[config.mk]
export PLATFORM = sky130hd
export DESIGN_NAME = reg_file_mp
export DESIGN_NICKNAME = d
export VERILOG_FILES = /design/src/rtl/reg_file_mp_pkg.sv /design/src/rtl/reg_file_rd_port.sv /design/src/rtl/reg_file_mp.sv
export SDC_FILE = /design/constraint.sdc
export NUM_CORES = 1
export LEC_CHECK = 0
export CORE_MARGIN = 4
export CORE_UTILIZATION = 50
export DETAILED_ROUTE_END_ITERATION = 16
export PLACE_DENSITY = 0.67
export SYNTH_ARGS = -nofsm -noshare
export SYNTH_HDL_FRONTEND = slang
export SYNTH_HIERARCHICAL = 1
export SYNTH_SLANG_ARGS = --single-unit
[constraint.sdc]
create_clock -name clk -period 1.74 [get_ports clk]
set_input_delay 0.174 -clock clk [delete_from_list [all_inputs] [get_ports clk]]
set_output_delay 0.174 -clock clk [all_outputs]
set_load 0.05 [all_outputs]
[src/rtl/reg_file_mp_pkg.sv]
// ---------------------------------------------------------------------------
// reg_file_mp_pkg
// Shared defaults and address-window helpers for the multi-port register
// file and its read ports.
//
// Contents:
//   DEF_DATA_W, DEF_ADDR_W, DEF_NUM_REGS, DEF_REG_BASE : parameter defaults
//   addr_in_window() : 1 when an architectural address maps onto a register
//   addr_to_index()  : architectural address -> physical register index
// ---------------------------------------------------------------------------
package reg_file_mp_pkg;

   localparam int unsigned DEF_DATA_W   = 32;
   localparam int unsigned DEF_ADDR_W   = 5;
   localparam int unsigned DEF_NUM_REGS = 16;
   localparam int unsigned DEF_REG_BASE = 8;

   // The window is [base, base+num-1].
   // Addresses below the base are outside it and never wrap around.
   function automatic logic addr_in_window(input int unsigned addr,
                                           input int unsigned base,
                                           input int unsigned num);
      return (addr >= base) && (addr < base + num);
   endfunction

   // The result is only meaningful when addr_in_window() is true.
   function automatic int unsigned addr_to_index(input int unsigned addr,
                                                 input int unsigned base);
      return addr - base;
   endfunction

endpackage

[src/rtl/reg_file_rd_port.sv]
// ---------------------------------------------------------------------------
// reg_file_rd_port
// One registered read port of reg_file_mp. It decodes its own address and
// applies the same-cycle write bypass. It registers data and busy status,
// and it holds both while the port enable is low.
//
// Ports:
//   clk, rst_n  : clock, asynchronous active-low reset
//   en          : port update enable
//   addr        : architectural read address
//   wr_hit      : a write that really updates a register this cycle
//   wr_addr     : address of that write
//   wr_data     : data of that write
//   regs        : current register contents
//   busy_next   : next-state busy vector (after reserve/write this cycle)
//   data, busy  : registered read data and busy status
//   err         : enabled access to an out-of-window address (combinational)
// ---------------------------------------------------------------------------
module reg_file_rd_port
   import reg_file_mp_pkg::*;
#(
   parameter int unsigned DATA_W        = DEF_DATA_W,
   parameter int unsigned ADDR_W        = DEF_ADDR_W,
   parameter int unsigned NUM_REGS      = DEF_NUM_REGS,
   parameter int unsigned REG_BASE      = DEF_REG_BASE,
   parameter int unsigned HARDWIRE_ZERO = 0,
   parameter int unsigned IDX_W         = (NUM_REGS > 1) ? $clog2(NUM_REGS) : 1
) (
   input  logic                             clk,
   input  logic                             rst_n,
   input  logic                             en,
   input  logic [ADDR_W-1:0]                addr,
   input  logic                             wr_hit,
   input  logic [ADDR_W-1:0]                wr_addr,
   input  logic [DATA_W-1:0]                wr_data,
   input  logic [NUM_REGS-1:0][DATA_W-1:0]  regs,
   input  logic [NUM_REGS-1:0]              busy_next,
   output logic [DATA_W-1:0]                data,
   output logic                             busy,
   output logic                             err
);

   logic              valid;
   logic [IDX_W-1:0]  idx;
   logic [DATA_W-1:0] next_data;
   logic              next_busy;

   assign valid = addr_in_window(32'(addr), REG_BASE, NUM_REGS);
   assign idx   = IDX_W'(addr_to_index(32'(addr), REG_BASE));
   assign err   = en && !valid;

   // An out-of-window read returns zero and not busy.
   // A read of the hardwired zero register returns zero.
   // A read that matches a real write this cycle returns the write data.
   // Otherwise the read returns the stored register value.
   always_comb begin
      next_data = '0;
      next_busy = 1'b0;
      if (valid) begin
         if ((HARDWIRE_ZERO != 0) && (idx == '0))
            next_data = '0;
         else if (wr_hit && (wr_addr == addr))
            next_data = wr_data;
         else
            next_data = regs[idx];
         next_busy = busy_next[idx];
      end
   end

   // The output registers update only when the port is enabled.
   always_ff @(posedge clk or negedge rst_n) begin
      if (!rst_n) begin
         data <= '0;
         busy <= 1'b0;
      end else if (en) begin
         data <= next_data;
         busy <= next_busy;
      end
   end

endmodule

[src/rtl/reg_file_mp.sv]
// ---------------------------------------------------------------------------
// reg_file_mp
// Register file with one write port, two registered read ports with
// write bypass, and address-window decoding. It also keeps a per-register
// busy scoreboard for producer reservation and a sticky address-error flag.
//
// Ports:
//   clk, rst_n                 : clock, asynchronous active-low reset
//   wrEn, wrAddr, wrData       : write port
//   rdEnA, rdAddrA             : read port A enable and address
//   rdDataA, busyA             : registered read data and busy status A
//   rdEnB, rdAddrB             : read port B enable and address
//   rdDataB, busyB             : registered read data and busy status B
//   rsvEn, rsvAddr             : reserve (mark busy) request
//   errClr                     : clear the sticky error
//   addrErr                    : sticky out-of-window address error
// ---------------------------------------------------------------------------
module reg_file_mp
   import reg_file_mp_pkg::*;
#(
   parameter int unsigned DATA_W        = DEF_DATA_W,
   parameter int unsigned NUM_REGS      = DEF_NUM_REGS,
   parameter int unsigned ADDR_W        = DEF_ADDR_W,
   parameter int unsigned REG_BASE      = DEF_REG_BASE,
   parameter int unsigned HARDWIRE_ZERO = 0
) (
   input  logic              clk,
   input  logic              rst_n,
   input  logic              wrEn,
   input  logic [ADDR_W-1:0] wrAddr,
   input  logic [DATA_W-1:0] wrData,
   input  logic              rdEnA,
   input  logic [ADDR_W-1:0] rdAddrA,
   output logic [DATA_W-1:0] rdDataA,
   output logic              busyA,
   input  logic              rdEnB,
   input  logic [ADDR_W-1:0] rdAddrB,
   output logic [DATA_W-1:0] rdDataB,
   output logic              busyB,
   input  logic              rsvEn,
   input  logic [ADDR_W-1:0] rsvAddr,
   input  logic              errClr,
   output logic              addrErr
);

   localparam int unsigned IDX_W = (NUM_REGS > 1) ? $clog2(NUM_REGS) : 1;

   logic [NUM_REGS-1:0][DATA_W-1:0] regs;
   logic [NUM_REGS-1:0]             busy;
   logic [NUM_REGS-1:0]             busy_next;

   logic             wr_valid, rsv_valid;
   logic [IDX_W-1:0] wr_idx, rsv_idx;
   logic             wr_hit, rsv_hit;
   logic             err_a, err_b;
   logic             err_set;

   assign wr_valid  = addr_in_window(32'(wrAddr), REG_BASE, NUM_REGS);
   assign rsv_valid = addr_in_window(32'(rsvAddr), REG_BASE, NUM_REGS);
   assign wr_idx    = IDX_W'(addr_to_index(32'(wrAddr), REG_BASE));
   assign rsv_idx   = IDX_W'(addr_to_index(32'(rsvAddr), REG_BASE));

   // The hardwired zero register ignores writes and reservations without
   // raising an error. These hit signals therefore exclude index 0 in that mode.
   assign wr_hit  = wrEn && wr_valid &&
                    !((HARDWIRE_ZERO != 0) && (wr_idx == '0));
   assign rsv_hit = rsvEn && rsv_valid &&
                    !((HARDWIRE_ZERO != 0) && (rsv_idx == '0));

   // The write retires its producer, and the reserve marks a new producer.
   // When both hit the same register, the reserve is applied last so it wins.
   always_comb begin
      busy_next = busy;
      if (wr_hit)
         busy_next[wr_idx] = 1'b0;
      if (rsv_hit)
         busy_next[rsv_idx] = 1'b1;
   end

   // Register storage and busy scoreboard.
   always_ff @(posedge clk or negedge rst_n) begin
      if (!rst_n) begin
         regs <= '0;
         busy <= '0;
      end else begin
         if (wr_hit)
            regs[wr_idx] <= wrData;
         busy <= busy_next;
      end
   end

   // The error flag is sticky. A new bad access wins over a clear in the same cycle.
   assign err_set = (wrEn && !wr_valid) || (rsvEn && !rsv_valid) || err_a || err_b;

   always_ff @(posedge clk or negedge rst_n) begin
      if (!rst_n)
         addrErr <= 1'b0;
      else if (err_set)
         addrErr <= 1'b1;
      else if (errClr)
         addrErr <= 1'b0;
   end

   reg_file_rd_port #(
      .DATA_W        (DATA_W),
      .ADDR_W        (ADDR_W),
      .NUM_REGS      (NUM_REGS),
      .REG_BASE      (REG_BASE),
      .HARDWIRE_ZERO (HARDWIRE_ZERO),
      .IDX_W         (IDX_W)
   ) u_port_a (
      .clk       (clk),
      .rst_n     (rst_n),
      .en        (rdEnA),
      .addr      (rdAddrA),
      .wr_hit    (wr_hit),
      .wr_addr   (wrAddr),
      .wr_data   (wrData),
      .regs      (regs),
      .busy_next (busy_next),
      .data      (rdDataA),
      .busy      (busyA),
      .err       (err_a)
   );

   reg_file_rd_port #(
      .DATA_W        (DATA_W),
      .ADDR_W        (ADDR_W),
      .NUM_REGS      (NUM_REGS),
      .REG_BASE      (REG_BASE),
      .HARDWIRE_ZERO (HARDWIRE_ZERO),
      .IDX_W         (IDX_W)
   ) u_port_b (
      .clk       (clk),
      .rst_n     (rst_n),
      .en        (rdEnB),
      .addr      (rdAddrB),
      .wr_hit    (wr_hit),
      .wr_addr   (wrAddr),
      .wr_data   (wrData),
      .regs      (regs),
      .busy_next (busy_next),
      .data      (rdDataB),
      .busy      (busyB),
      .err       (err_b)
   );

endmodule

After elaboration in Yosys (flattened, before gate mapping) --
Index checks and enable logic that the tools add are counted.
Word-level totals: register bits 595, latch bits 0, RAM bits 0, memory bits (read-only) 0, bits of input ports 59, output and inout bits 67, logic and storage cells 92, memories kept 0
Operators by class: $add $sub $neg 4, $mul 0, div/mod/pow operators 0, $lt $le $gt $ge 14, equality and inequality tests 2, shifts and indexed selects 0, multiplexer cells 25, bitwise logic cells 3, reduce and logical (&&, ||, !) cells 22
Operators with widths (number):
- 512-bit bitwise mux | 1
- 32-bit binary-select mux with 4-bit select | 2
- 32-bit two-way mux | 7
- 32-bit demux with 4-bit select | 1
- 16-bit two-way mux | 2
- 5-bit by 4-bit greater-or-equal comparator with 1-bit output (second input constant) | 4
- 4-bit by 5-bit less-than comparator with 1-bit output (second input constant) | 4
- 5-bit less-than comparator (second input constant) | 4
- 16-bit bitwise AND | 1
- 16-bit inverter | 1
- 16-bit bitwise OR | 1
- 4-bit subtractor (second input constant) | 4
- 1-bit logical AND | 14
- 5-bit equality test | 2
- 1-bit binary-select mux with 4-bit select | 2
- 1-bit demux with 4-bit select | 2
- 4-bit by 1-bit greater-or-equal comparator with 1-bit output (second input constant) | 2
- 1-bit two-way mux | 8
- 1-bit logical NOT | 4
- 1-bit logical OR | 3
- 2-bit nonzero test | 1

Depth between registers and ports, before layout --
word-level depth 13, mapped depth 9, gate-level depth less buffers 7

Cells and area by module --
The synthesis kept the hierarchy.
Modules (own cells, without submodules):
- reg_file_mp | times used 1, cells each 1197, area each 19974.2 um^2, sequential area each 13237.7 um^2
- reg_file_rd_port | times used 2, cells each 407, area each 5391.4 um^2, sequential area each 825.8 um^2

Worst setup path after synthesis --
No wires, ideal clock.
kind input to register, start point in wrAddr[4], end point reg u_port_a.busy, library setup time 0.137 ns, data arrival time 1.951 ns, data required time 1.603 ns, slack -0.348 ns, stages on the path 9, buffers on the path 2, cell sequence nand4b_4 -> or3_1 -> buf_2 -> buf_6 -> a22o_1 -> mux4_2 -> a2bb2oi_1 -> a22oi_1 -> a21oi_1
On the way: word-level cells in the longest chain between the ends 9, elaborated cells on any way between the ends 10, those cells by class 2 x order compare; 5 x mux; 1 x bitwise; 2 x reduce/logical
Ends and longest elaborated chain:
- start, declared | line reg_file_mp.sv:30 | input logic [ADDR_W-1:0] wrAddr,
- 5-bit by 4-bit greater-or-equal comparator with 1-bit output / 5-bit less-than comparator (equally long branches) | line reg_file_mp_pkg.sv:23 | return (addr >= base) && (addr < base + num);
- 1-bit logical AND * | line reg_file_mp_pkg.sv:23
- 1-bit logical AND * | line reg_file_mp.sv:65 | assign wr_hit = wrEn && wr_valid &&
- 16-bit two-way mux * | line reg_file_mp.sv:74 | if (wr_hit)
- 16-bit bitwise OR (no line)
- 16-bit two-way mux * | line reg_file_mp.sv:76 | if (rsv_hit)
- net busy_next[1] | line reg_file_mp.sv:50 | logic [NUM_REGS-1:0] busy_next;
- 1-bit binary-select mux with 4-bit select * | line reg_file_rd_port.sv:66 | next_busy = busy_next[idx];
- 1-bit two-way mux (not written as such) * | line reg_file_rd_port.sv:66
- 1-bit two-way mux * | line reg_file_rd_port.sv:59 | if (valid) begin
- end signal, assigned | line reg_file_rd_port.sv:77 | busy <= next_busy;
- end, declared | line reg_file_rd_port.sv:39 | output logic busy,
The timed path passes the listed nets; every way through them passes the cells marked *. The select of a mux whose other input is x is not followed. A chain may end at the register's enable or synchronous reset.

Worst setup path in the final report --
start point reg regs[191] in the netlist's numbering, end point reg u_port_b.data[31]
On the way: word-level cells in the longest chain between the ends 4
Ends and longest elaborated chain:
- start, declared | line reg_file_mp.sv:48 | logic [NUM_REGS-1:0][DATA_W-1:0] regs;
- start signal, assigned by index | line reg_file_mp.sv:87 | regs[wr_idx] <= wrData;
- 32-bit binary-select mux with 4-bit select | line reg_file_rd_port.sv:65 | next_data = regs[idx];
- 32-bit two-way mux (not written as such) | line reg_file_rd_port.sv:65
- 32-bit two-way mux | line reg_file_rd_port.sv:62 | else if (wr_hit && (wr_addr == addr))
- 32-bit two-way mux | line reg_file_rd_port.sv:59
- end signal, assigned | line reg_file_rd_port.sv:76 | data <= next_data;
- end, declared | line reg_file_rd_port.sv:38 | output logic [DATA_W-1:0] data,
Every way passes these cells. The select of a mux whose other input is x is not followed.

==> flow_summary.json <==
{
  "hpwl_mm": 56.9,
  "ant_nets": 0,
  "critical_path_buf_inv_count": 0,
  "reg2regPathDepth": 4,
  "coreArea_um2": 60600,
  "sw_frac_of_total_pct": 27.3,
  "register_area_um2": 14900,
  "ys.flop_type": "sky130_fd_sc_hd__dfrtp_1",
  "clock_power_share_pct": 34.4,
  "vdd_ir_drop_max_v": 0.000625,
  "total_internal_power_w": 0.0307,
  "slowest_stage": "sky130_fd_sc_hd__mux4_2",
  "num-nets-final": 2318,
  "layout.filler_cells": 4503,
  "grt_use_total_pct": 28.1,
  "report.final.slew_viol_count": 0,
  "rsz0062_at_grt": "no",
  "crit_family": "compound AO/OA/AOI/OAI gates",
  "hold_end": "u_port_a/data[12]",
  "final_area_um2": 37300,
  "fp-row-count": 90,
  "clkTransAtPathRegs_ps": 60,
  "final_critical_path_setup_slack_ps": -12.3,
  "syn-instance-count": 2011,
  "seqPwrFrac_pct": 43.4,
  "start_kind": "flip-flop",
  "drt_iter0_markers": 2048,
  "switching_power_of_the_nets_w": 0.0116,
  "antenna_violations_before_repair": 2,
  "avgSynthCellArea_um2": 15.3,
  "ys_top_cells_by_area": "sky130_fd_sc_hd__dfrtp_1 (48%), sky130_fd_sc_hd__mux4_2 (19%), sky130_fd_sc_hd__mux2_2 (18%)",
  "n_antenna_cell": 0,
  "fin_hold_ws_ps": 46.0,
  "timing.final.crit_period_ps": 1750,
  "comb_power_share_pct": 22.2,
  "num_vias": 20638,
  "netlist.area_leader.share_pct": 48.4,
  "ys_seq_elements": 595,
  "area_of_the_die_um2": 65500,
  "clk_root_buffer_cell": "sky130_fd_sc_hd__clkbuf_16",
  "ff2ff_setup_slack_ps": -10,
  "yosysWarningCount": 6,
  "placed_cell_area_um2": 34900,
  "setup.worst_path.end_class": "flip-flop",
  "crit_path_cell_trace": "mux4_2 > a22oi_1 > nand2_1 > a221o_1",
  "holdCritStartpoint": "rdEnA",
  "net_count_synth": 2070,
  "layout_worst_path_cycle_share_pct": 101,
  "timing.final.hold_violations": 0,
  "syn2layout_area_growth_pct": 21.1,
  "place.port_buffers": 125,
  "final_layout_size_suffix_gt1_share_pct": 53.6,
  "max-cap-violations": 0,
  "synth.largest_area_cell": "sky130_fd_sc_hd__dfrtp_1",
  "initial_core_util_pct": 50.8,
  "worst-path-max-fanout": 3,
  "drt_first_pass_iters": 5,
  "path_class": "flip-flop to flip-flop",
  "seq_area_frac_synth_pct": 48.4,
  "number_of_global_route_vias_before_repair": 22318,
  "pin_count": 126,
  "worstSkewPairLatency_ps": 600,
  "timing.rr.end": "u_port_b/data[31]",
  "die_w_um": 256,
  "power.density_nw_per_um2": 1130,
  "synth_common_cells": "sky130_fd_sc_hd__dfrtp_1 (595), sky130_fd_sc_hd__mux2_2 (483), sky130_fd_sc_hd__mux4_2 (260), sky130_fd_sc_hd__a22oi_1 (128), sky130_fd_sc_hd__clkbuf_1 (100)",
  "tritoncts": "built",
  "worst-endpoint-required_ps": 2220,
  "leakage_nw": 16.5,
  "area_of_the_multi_input_gates_um2": 15000,
  "synth_async_reset_ratio_pct": 100,
  "worst_hold_check_path_type": "primary input to flip-flop",
  "globalplace.congestion": 0.874,
  "synthesis.area_um2": 30800,
  "grt_first_pass_wirelength_mm": 141,
  "grt_start_max_net_pins": 53,
  "tritoncts.num_buffers": 68,
  "run_status": "complete, but fails checks",
  "dr_vias_cell": 6.69,
  "aggregate_global_routing_overflow": 0,
  "worst_path_largest_cell_delay_ps": 470,
  "violations": "setup timing",
  "postRouteWirelength_mm": 92.1,
  "cts-htree-levels": 3,
  "die_height_um": 256,
  "worst_clock_skew_ps": 19.9,
  "worstPathArrival_ps": 2230,
  "detail_route.wl_per_cell_um": 29.8,
  "synth.distinct_cells": 44,
  "cts.sinks": 595,
  "fmax_mhz": 571,
  "hold_path_depth": 3,
  "max-slew-margin-rel_pct": 30.8,
  "finalSetupTns_ps": -12.3,
  "crit-reg2reg-launch": "regs[191]",
  "synth_edf_count": 0,
  "number_of_buffers_on_the_longest_clock_path": 3,
  "worst_slew_pin_slew_ps": 1040,
  "post-synth-top-count-cell": "sky130_fd_sc_hd__dfrtp_1",
  "detail_route.drc_violations": 0,
  "placement.setup.worst_slack_ps": -786,
  "finalSetupViolations": 1
}
==> power groups by stage <==
stage / Sequential [W] / Combinational, W / Clock, W
global route: 0.0187 / 0.00996 / 0.0154
floorplan: 0.0185 / 0.00594 / 0
global placement: 0.0182 / 0.00903 / 0
CTS: 0.0183 / 0.00934 / 0.0148
detailed placement: 0.0185 / 0.00930 / 0
finish: 0.0183 / 0.00938 / 0.0145
==> metal layers <==
layer  vias up  routed length, um  global-route usage, %
met4         4               3400                   10.9
met5         -                 26                      0
li1       8388                  -                      -
met2       904              44700                   45.3
met1     11110              37500                   38.2
met3       232               6510                   5.47
==> worst reg2reg max path: cells and delay by family, from the launching register on <==
kind / cells / cell delay [ps]
flops: 1 / 400
simple gates: 1 / 180
compound gates: 2 / 590
mux: 1 / 470
==> stage by stage <==
stage | std cells | util, % | power, W
floorplan | 2011 | - | 0.0245
global placement | 2963 | 57.6 | 0.0272
detailed placement | 2963 | 57.6 | 0.0278
CTS | 3080 | 61.3 | 0.0424
global route | 3086 | 61.5 | 0.0440
finish | 3086 | 61.5 | 0.0423
==> final cells by class <==
cell class / count / area share [%]
multi-input combinational: 1218 / 40.4
inverter: 3 / 0.0302
timing repair buffer: 373 / 11.0
sequential: 595 / 40.0
clock inverter: 15 / 0.564
tap: 782 / 2.63
clock buffer: 100 / 5.46
==> registers in the layout (all words and copies together) (netlist names) <==
signal,flops
regs,512
u_port_b/busy,1
u_port_a/data,32
addrErr,1
u_port_a/busy,1
u_port_b/data,32
busy,16
==> logic make-up (layout without fill, tap and decap cells) <==
logic type	Yosys count	count (layout)	share of synthesized area (%)
AOI/OAI and AO/OA	230	230	6.13
muxes	780	780	38.4
and+or+nand+nor	196	196	3.45
DFF	595	595	48.4
xor gates and xnor gates	12	12	0.342
buffers and inverters	198	491	3.27
==> how the worst max path moves through the flow <==
| stage | from | to | slack (ps) | cells past startpoint |
|---|---|---|---|---|
| finish | regs[191] | u_port_b/data[31] | -10 | 4 |
| global route | wrAddr[0] | u_port_a/busy | 0.8 | 9 |
| CTS | rsvEn | u_port_a/busy | 3 | 7 |
| detailed placement | wrAddr[0] | u_port_a/busy | -790 | 8 |
| global placement | wrAddr[0] | u_port_a/busy | -790 | 8 |
| floorplan | wrAddr[4] | u_port_a/busy | -340 | 9 |
==> placed cells by master (no fill, tap or decap), drive strengths merged, types with 2 or more instances in the layout <==
master / Yosys / routed
clkdlybuf4s50: 0 / 41
mux4: 260 / 260
buf: 95 / 319
nand4: 2 / 2
a22oi: 130 / 130
mux2: 512 / 512
nand2: 76 / 76
xor2: 5 / 5
nand2b: 8 / 8
a2bb2oi: 4 / 4
and3: 2 / 2
dlymetal6s2s: 0 / 3
a21o: 2 / 2
clkinv: 0 / 8
nor4: 2 / 2
nor2: 11 / 11
dfrtp: 595 / 595
a21bo: 2 / 2
xnor2: 7 / 7
o21ba: 2 / 2
nor2b: 77 / 77
a221o: 64 / 64
o21ai: 10 / 10
clkbuf: 100 / 102
nand4b: 4 / 4
bufinv: 0 / 5
nor3: 3 / 3
and4bb: 2 / 2
mux2i: 8 / 8
inv: 3 / 4
dlygate4sd2: 0 / 7
a31oi: 4 / 4
a21oi: 2 / 2
a22o: 6 / 6
and2: 3 / 3
or2: 2 / 2
o22ai: 2 / 2
==> what timing repair did <==
action / 4_1_cts / 5_1_grt
hold buffers: 1 / 0
endpoints found under the hold margin: 164 / 0
buffers inserted: 1 / 6
setup endpoints to repair: 164 / 38
pin swaps: 1 / 7
resized for setup: 11 / 12
(Power assumes the default switching activity.)
